File: config.mk
export PLATFORM = sky130hd
export DESIGN_NAME = fifo_param
export DESIGN_NICKNAME = d
export VERILOG_FILES = /design/src/rtl/fifo_param.sv
export SDC_FILE = /design/constraint.sdc
export NUM_CORES = 1
export LEC_CHECK = 0
export CORE_MARGIN = 10
export CORE_UTILIZATION = 55
export CTS_CLUSTER_DIAMETER = 200
export DETAILED_ROUTE_END_ITERATION = 6
export GPL_TIMING_DRIVEN = 0
export PLACE_DENSITY = 0.77
export SLEW_MARGIN = 5
export SYNTH_ARGS = -nofsm -noshare
export SYNTH_HDL_FRONTEND = slang
export SYNTH_SLANG_ARGS = --single-unit
File: constraint.sdc
create_clock -name clk -period 4 [get_ports clk]
set_input_delay 0.8 -clock clk [delete_from_list [all_inputs] [get_ports clk]]
set_output_delay 0.8 -clock clk [all_outputs]
set_load 0.02 [all_outputs]
File: src/rtl/fifo_param.sv
// fifo_param: synchronous single-clock FIFO with registered read data,
// occupancy flags and sticky overflow/underflow error flags.
//
// Ports:
//   clk          - clock, all state changes on the rising edge
//   rst          - asynchronous active-low reset
//   clr          - synchronous flush, overrides read/write
//   write/read   - write and read requests
//   datain       - write data (WIDTH bits)
//   dataout      - registered read data, updated by an accepted read
//   valid        - high for the cycle after an accepted read
//   empty/full/almost_empty/almost_full - occupancy flags decoded from count
//   count        - number of stored entries (0..DEPTH)
//   overflow     - sticky: write while full without a read
//   underflow    - sticky: read while empty
module fifo_param #(
    parameter int unsigned WIDTH     = 8,
    parameter int unsigned DEPTH     = 8,
    parameter int unsigned AF_THRESH = 6,
    parameter int unsigned AE_THRESH = 2
) (
    input  logic                     clk,
    input  logic                     rst,
    input  logic                     clr,
    input  logic                     write,
    input  logic                     read,
    input  logic [WIDTH-1:0]         datain,
    output logic [WIDTH-1:0]         dataout,
    output logic                     valid,
    output logic                     empty,
    output logic                     full,
    output logic                     almost_empty,
    output logic                     almost_full,
    output logic [$clog2(DEPTH):0]   count,
    output logic                     overflow,
    output logic                     underflow
);

    localparam int unsigned AW = $clog2(DEPTH);
    localparam int unsigned CW = AW + 1;

    logic [WIDTH-1:0] mem [DEPTH];

    logic [AW-1:0]    wr_ptr_q, wr_ptr_d;
    logic [AW-1:0]    rd_ptr_q, rd_ptr_d;
    logic [CW-1:0]    count_q, count_d;
    logic [WIDTH-1:0] dataout_q, dataout_d;
    logic             valid_q, valid_d;
    logic             overflow_q, overflow_d;
    logic             underflow_q, underflow_d;

    logic             empty_c, full_c;
    logic             wr_ok_c, rd_ok_c;

    // Occupancy flags decoded straight from the registered count
    assign empty_c      = (count_q == '0);
    assign full_c       = (count_q == CW'(DEPTH));
    assign empty        = empty_c;
    assign full         = full_c;
    assign almost_full  = (count_q >= CW'(AF_THRESH));
    assign almost_empty = (count_q <= CW'(AE_THRESH));

    // Write may proceed when full only because the same-edge read frees a slot
    assign wr_ok_c = write && (!full_c || read) && !clr;
    assign rd_ok_c = read && !empty_c && !clr;

    // Next-state logic
    always_comb begin
        wr_ptr_d    = wr_ptr_q;
        rd_ptr_d    = rd_ptr_q;
        count_d     = count_q;
        dataout_d   = dataout_q;
        valid_d     = 1'b0;
        overflow_d  = overflow_q;
        underflow_d = underflow_q;

        if (clr) begin
            wr_ptr_d    = '0;
            rd_ptr_d    = '0;
            count_d     = '0;
            overflow_d  = 1'b0;
            underflow_d = 1'b0;
        end else begin
            if (write && full_c && !read) begin
                overflow_d = 1'b1;
            end
            if (read && empty_c) begin
                underflow_d = 1'b1;
            end
            if (wr_ok_c) begin
                wr_ptr_d = wr_ptr_q + AW'(1);
            end
            if (rd_ok_c) begin
                rd_ptr_d  = rd_ptr_q + AW'(1);
                dataout_d = mem[rd_ptr_q];
                valid_d   = 1'b1;
            end
            unique case ({wr_ok_c, rd_ok_c})
                2'b10:   count_d = count_q + CW'(1);
                2'b01:   count_d = count_q - CW'(1);
                default: count_d = count_q;
            endcase
        end
    end

    // Control and output registers
    always_ff @(posedge clk or negedge rst) begin
        if (!rst) begin
            wr_ptr_q    <= '0;
            rd_ptr_q    <= '0;
            count_q     <= '0;
            dataout_q   <= '0;
            valid_q     <= 1'b0;
            overflow_q  <= 1'b0;
            underflow_q <= 1'b0;
        end else begin
            wr_ptr_q    <= wr_ptr_d;
            rd_ptr_q    <= rd_ptr_d;
            count_q     <= count_d;
            dataout_q   <= dataout_d;
            valid_q     <= valid_d;
            overflow_q  <= overflow_d;
            underflow_q <= underflow_d;
        end
    end

    // Storage array, intentionally not reset; the read above sees the old word
    // when a full FIFO writes and reads the same slot on one edge
    always_ff @(posedge clk) begin
        if (wr_ok_c) begin
            mem[wr_ptr_q] <= datain;
        end
    end

    assign dataout   = dataout_q;
    assign valid     = valid_q;
    assign count     = count_q;
    assign overflow  = overflow_q;
    assign underflow = underflow_q;

endmodule

==> flow_metrics.env <==
export IMPL_run_status="finished clean"
export IMPL_place_hpwl_um=4590
export IMPL_die_w_um=100
export IMPL_async_flop_share_pct=24.7
export IMPL_grt_total_usage_pct=14.9
export IMPL_place_inst=321
export IMPL_drtIter0Drc=179
export IMPL_io_buffers=31
export IMPL_synth_flop_cell="edfxtp_1"
export IMPL_cp_slowest_cell="clkdlybuf4s50_1"
export IMPL_p_per_area_mw_per_mm2=554
export IMPL_post_cts_resized=0
export IMPL_antenna_found_initial=0
export IMPL_h_tree_depth=3
export IMPL_synth_nets=228
export IMPL_power_mw=2.33
export IMPL_synth_top_area_share_pct=54.5
export IMPL_yosysUniqueCellTypes=44
export IMPL_crit_arrival_ps=3250
export IMPL_yosys_register_bits=85
export IMPL_fp_coreArea_mm2=0.00628
export IMPL_swShare_pct=28.9
export IMPL_pre_cts_ws_ps=659
export IMPL_grt_max_degree=22
export IMPL_synthCells=211
export IMPL_finalHoldViolations=0
export IMPL_grt_pass1_vias=2032
export IMPL_clock_path_buffers=2
export IMPL_initial_core_util_pct=56.2
export IMPL_wl_um=7000
export IMPL_relSlewSlack_pct=30.3
export IMPL_hp_class="reg2reg"
export IMPL_p_int_mw=1.66
export IMPL_root_buffer="clkbuf_8"
export IMPL_maxCapViolCount=0
export IMPL_layout_nets=272
export IMPL_setup_violations=0
export IMPL_row_count=29
export IMPL_cts_buffers=9
export IMPL_tightest_slew_ps=1040
export IMPL_syn2layout_area_growth_pct=19.2
export IMPL_post_route_period_util_pct=75.3
export IMPL_wire_per_inst_um=20.8
export IMPL_vias=2002
export IMPL_grt_ovfl_total=0
export IMPL_firstDrtPassIters=4
export IMPL_viasPerCell=5.94
export IMPL_clock_skew_ps=7.09
export IMPL_hold_slack_ps=501
export IMPL_path_class="in2reg"
export IMPL_clk_pin_slew_worst_paths_ps=90
export IMPL_p_comb_share_pct=24.9
export IMPL_die_y_um=100
export IMPL_final_cells=337
export IMPL_ioPinCount=32
export IMPL_min_period_ps=3010
export IMPL_path_cells="clkdlybuf4s50_1, clkbuf_1, nor3_1, ha_1, o21ai_0, o41ai_1, mux2i_1, mux2_1"
export IMPL_seqPwrFrac_pct=45.9
export IMPL_multi_input_area_mm2=0.00104
export IMPL_worst_endpoint_required_ps=4240
export IMPL_gp_congestion=0.806
export IMPL_cp_top_family="buffers and inverters"
export IMPL_die_area_mm2=0.0100
export IMPL_synthesis_area_mm2=0.00353
export IMPL_peakVddDrop_v=0.000341
export IMPL_detail_route_antenna_nets=0
export IMPL_placed_cell_area_mm2=0.00398
export IMPL_p_sw_mw=0.673
export IMPL_post_synth_top_area_cell="edfxtp_1"
export IMPL_path_buf_inv=2
export IMPL_yosysSeqAreaShare_pct=69.4
export IMPL_cp_end_kind="flip-flop"
export IMPL_synth_common_cells="edfxtp_1 (64), dfrtp_1 (21), nor2_1 (21), mux4_2 (16), a21oi_1 (12)"
export IMPL_antenna_cells=0
export IMPL_fin_area_mm2=0.00421
export IMPL_start_kind="input pin"
export IMPL_synthTopCellsByArea="edfxtp_1 (54%), dfrtp_1 (15%), mux4_2 (10%), mux2i_1 (2.8%), nor2_1 (2.2%)"
export IMPL_synth_most_common_cell="edfxtp_1"
export IMPL_worstSkewPairLatency_ps=360
export IMPL_cts_hold_fix_buffers=0
export IMPL_worstPathMaxFanout=10
export IMPL_cts_setup_buffers=0
export IMPL_clockPowerShare_pct=29.2
export IMPL_regArea_mm2=0.00245
export IMPL_p_leak_nw=1.46
export IMPL_syn_area_per_cell_um2=16.7
export IMPL_cpPeakStageDelay_ps=500
export IMPL_max_freq_mhz=332
export IMPL_ys_warn_count=0
export IMPL_remaining_drc_errors=0
export IMPL_slew_violations=0
export IMPL_setup_slack_ps=989
export IMPL_grt_pass1_wl_um=11100
export IMPL_synth_edf_count=64
export IMPL_cts_tree="done"
export IMPL_numClockSinks=85
export IMPL_fillerInstances=439
export IMPL_drive_above_1_share_pct=21.2
export IMPL_rsz0062_at_grt="no"
[cells in the final DEF (no fill, tap or decap), drive strengths merged, types with 2 or more instances in the layout]
master	n
inv	5
mux2i	10
a21oi	12
or3	2
o31ai	2
clkbuf	11
clkinv	2
buf	11
clkdlybuf4s50	31
nor3	7
xor2	5
nand3	5
mux4	16
ha	4
nor2	21
nand2	3
o21ai	4
edfxtp	64
dfrtp	21
bufinv	2
o311ai	2
[final timing paths]
kind                                        from                       to  slack (ps)  depth (start not counted)
max                                          clr     count[3]$_DFFE_PN0P_         990                          8
min                        underflow$_DFFE_PN0P_    underflow$_DFFE_PN0P_         500                          2
min in group asynchronous                    rst  wr_ptr_q[2]$_DFFE_PN0P_        1010                          1
min reg2reg                underflow$_DFFE_PN0P_    underflow$_DFFE_PN0P_         500                          2
max reg2reg                 count[0]$_DFFE_PN0P_     count[3]$_DFFE_PN0P_        1150                          8
max in group asynchronous                    rst   dataout[2]$_DFFE_PN0P_        2360                          1
[cell families after synthesis]
logic type | synth area share [%]
compound gates | 4.93
mux | 13.4
buf+inv | 1.99
fa+ha+maj | 1.42
simple gates | 7.70
xor+xnor | 1.24
flops | 69.4
[state kept, by name (all words and copies together), names as in the netlist]
| register | cells |
|---|---|
| valid | 1 |
| wr_ptr_q | 3 |
| dataout | 8 |
| overflow | 1 |
| underflow | 1 |
| count | 4 |
| rd_ptr_q | 3 |
| mem | 64 |
[cell type report]
class | count | area share (%)
inverters | 3 | 0.268
clock buffers | 9 | 2.94
repair buffers | 33 | 7.73
clock inverters | 7 | 2.50
plain buffers | 11 | 1.40
flip-flops and latches | 85 | 58.2
multi-input cells | 112 | 24.7
well taps | 77 | 2.29
[per-layer routing]
metal | routed length [um] | track usage [%] | vias to the layer above | part of all wire, %
met5 | 0 | 0 | - | 0
met4 | 147 | 7.93 | 0 | 2.1
met3 | 529 | 3.91 | 13 | 7.6
met2 | 3380 | 23.7 | 66 | 48
met1 | 2950 | 18.2 | 1000 | 42
li1 | - | - | 923 | -
[tightest hold or removal path, stage by stage (launching register included)]
cell     delay [ps]
dfrtp_1         350
a21oi_1          40
nor2_1           70
[power groups by stage]
stage                     logic [mW]  registers [mW]  clock network (mW)
final                          0.581            1.07               0.680
after global routing           0.634            1.08               0.729
after CTS                      0.589            1.07               0.692
after detailed placement       0.586            1.09                   0
after global placement         0.572            1.09                   0
after floorplan                0.297            1.14                   0
[metrics by stage]
stage / utilization, % / TNS [ps]
3_3_place_gp: 62.7 / -1080
4_1_cts: 67.0 / 0
3_5_place_dp: 63.4 / 0
2_1_floorplan: - / 0
6_report: 67.0 / 0
5_1_grt: 67.0 / 0
Note: power is estimated with default switching activity, not from simulation.
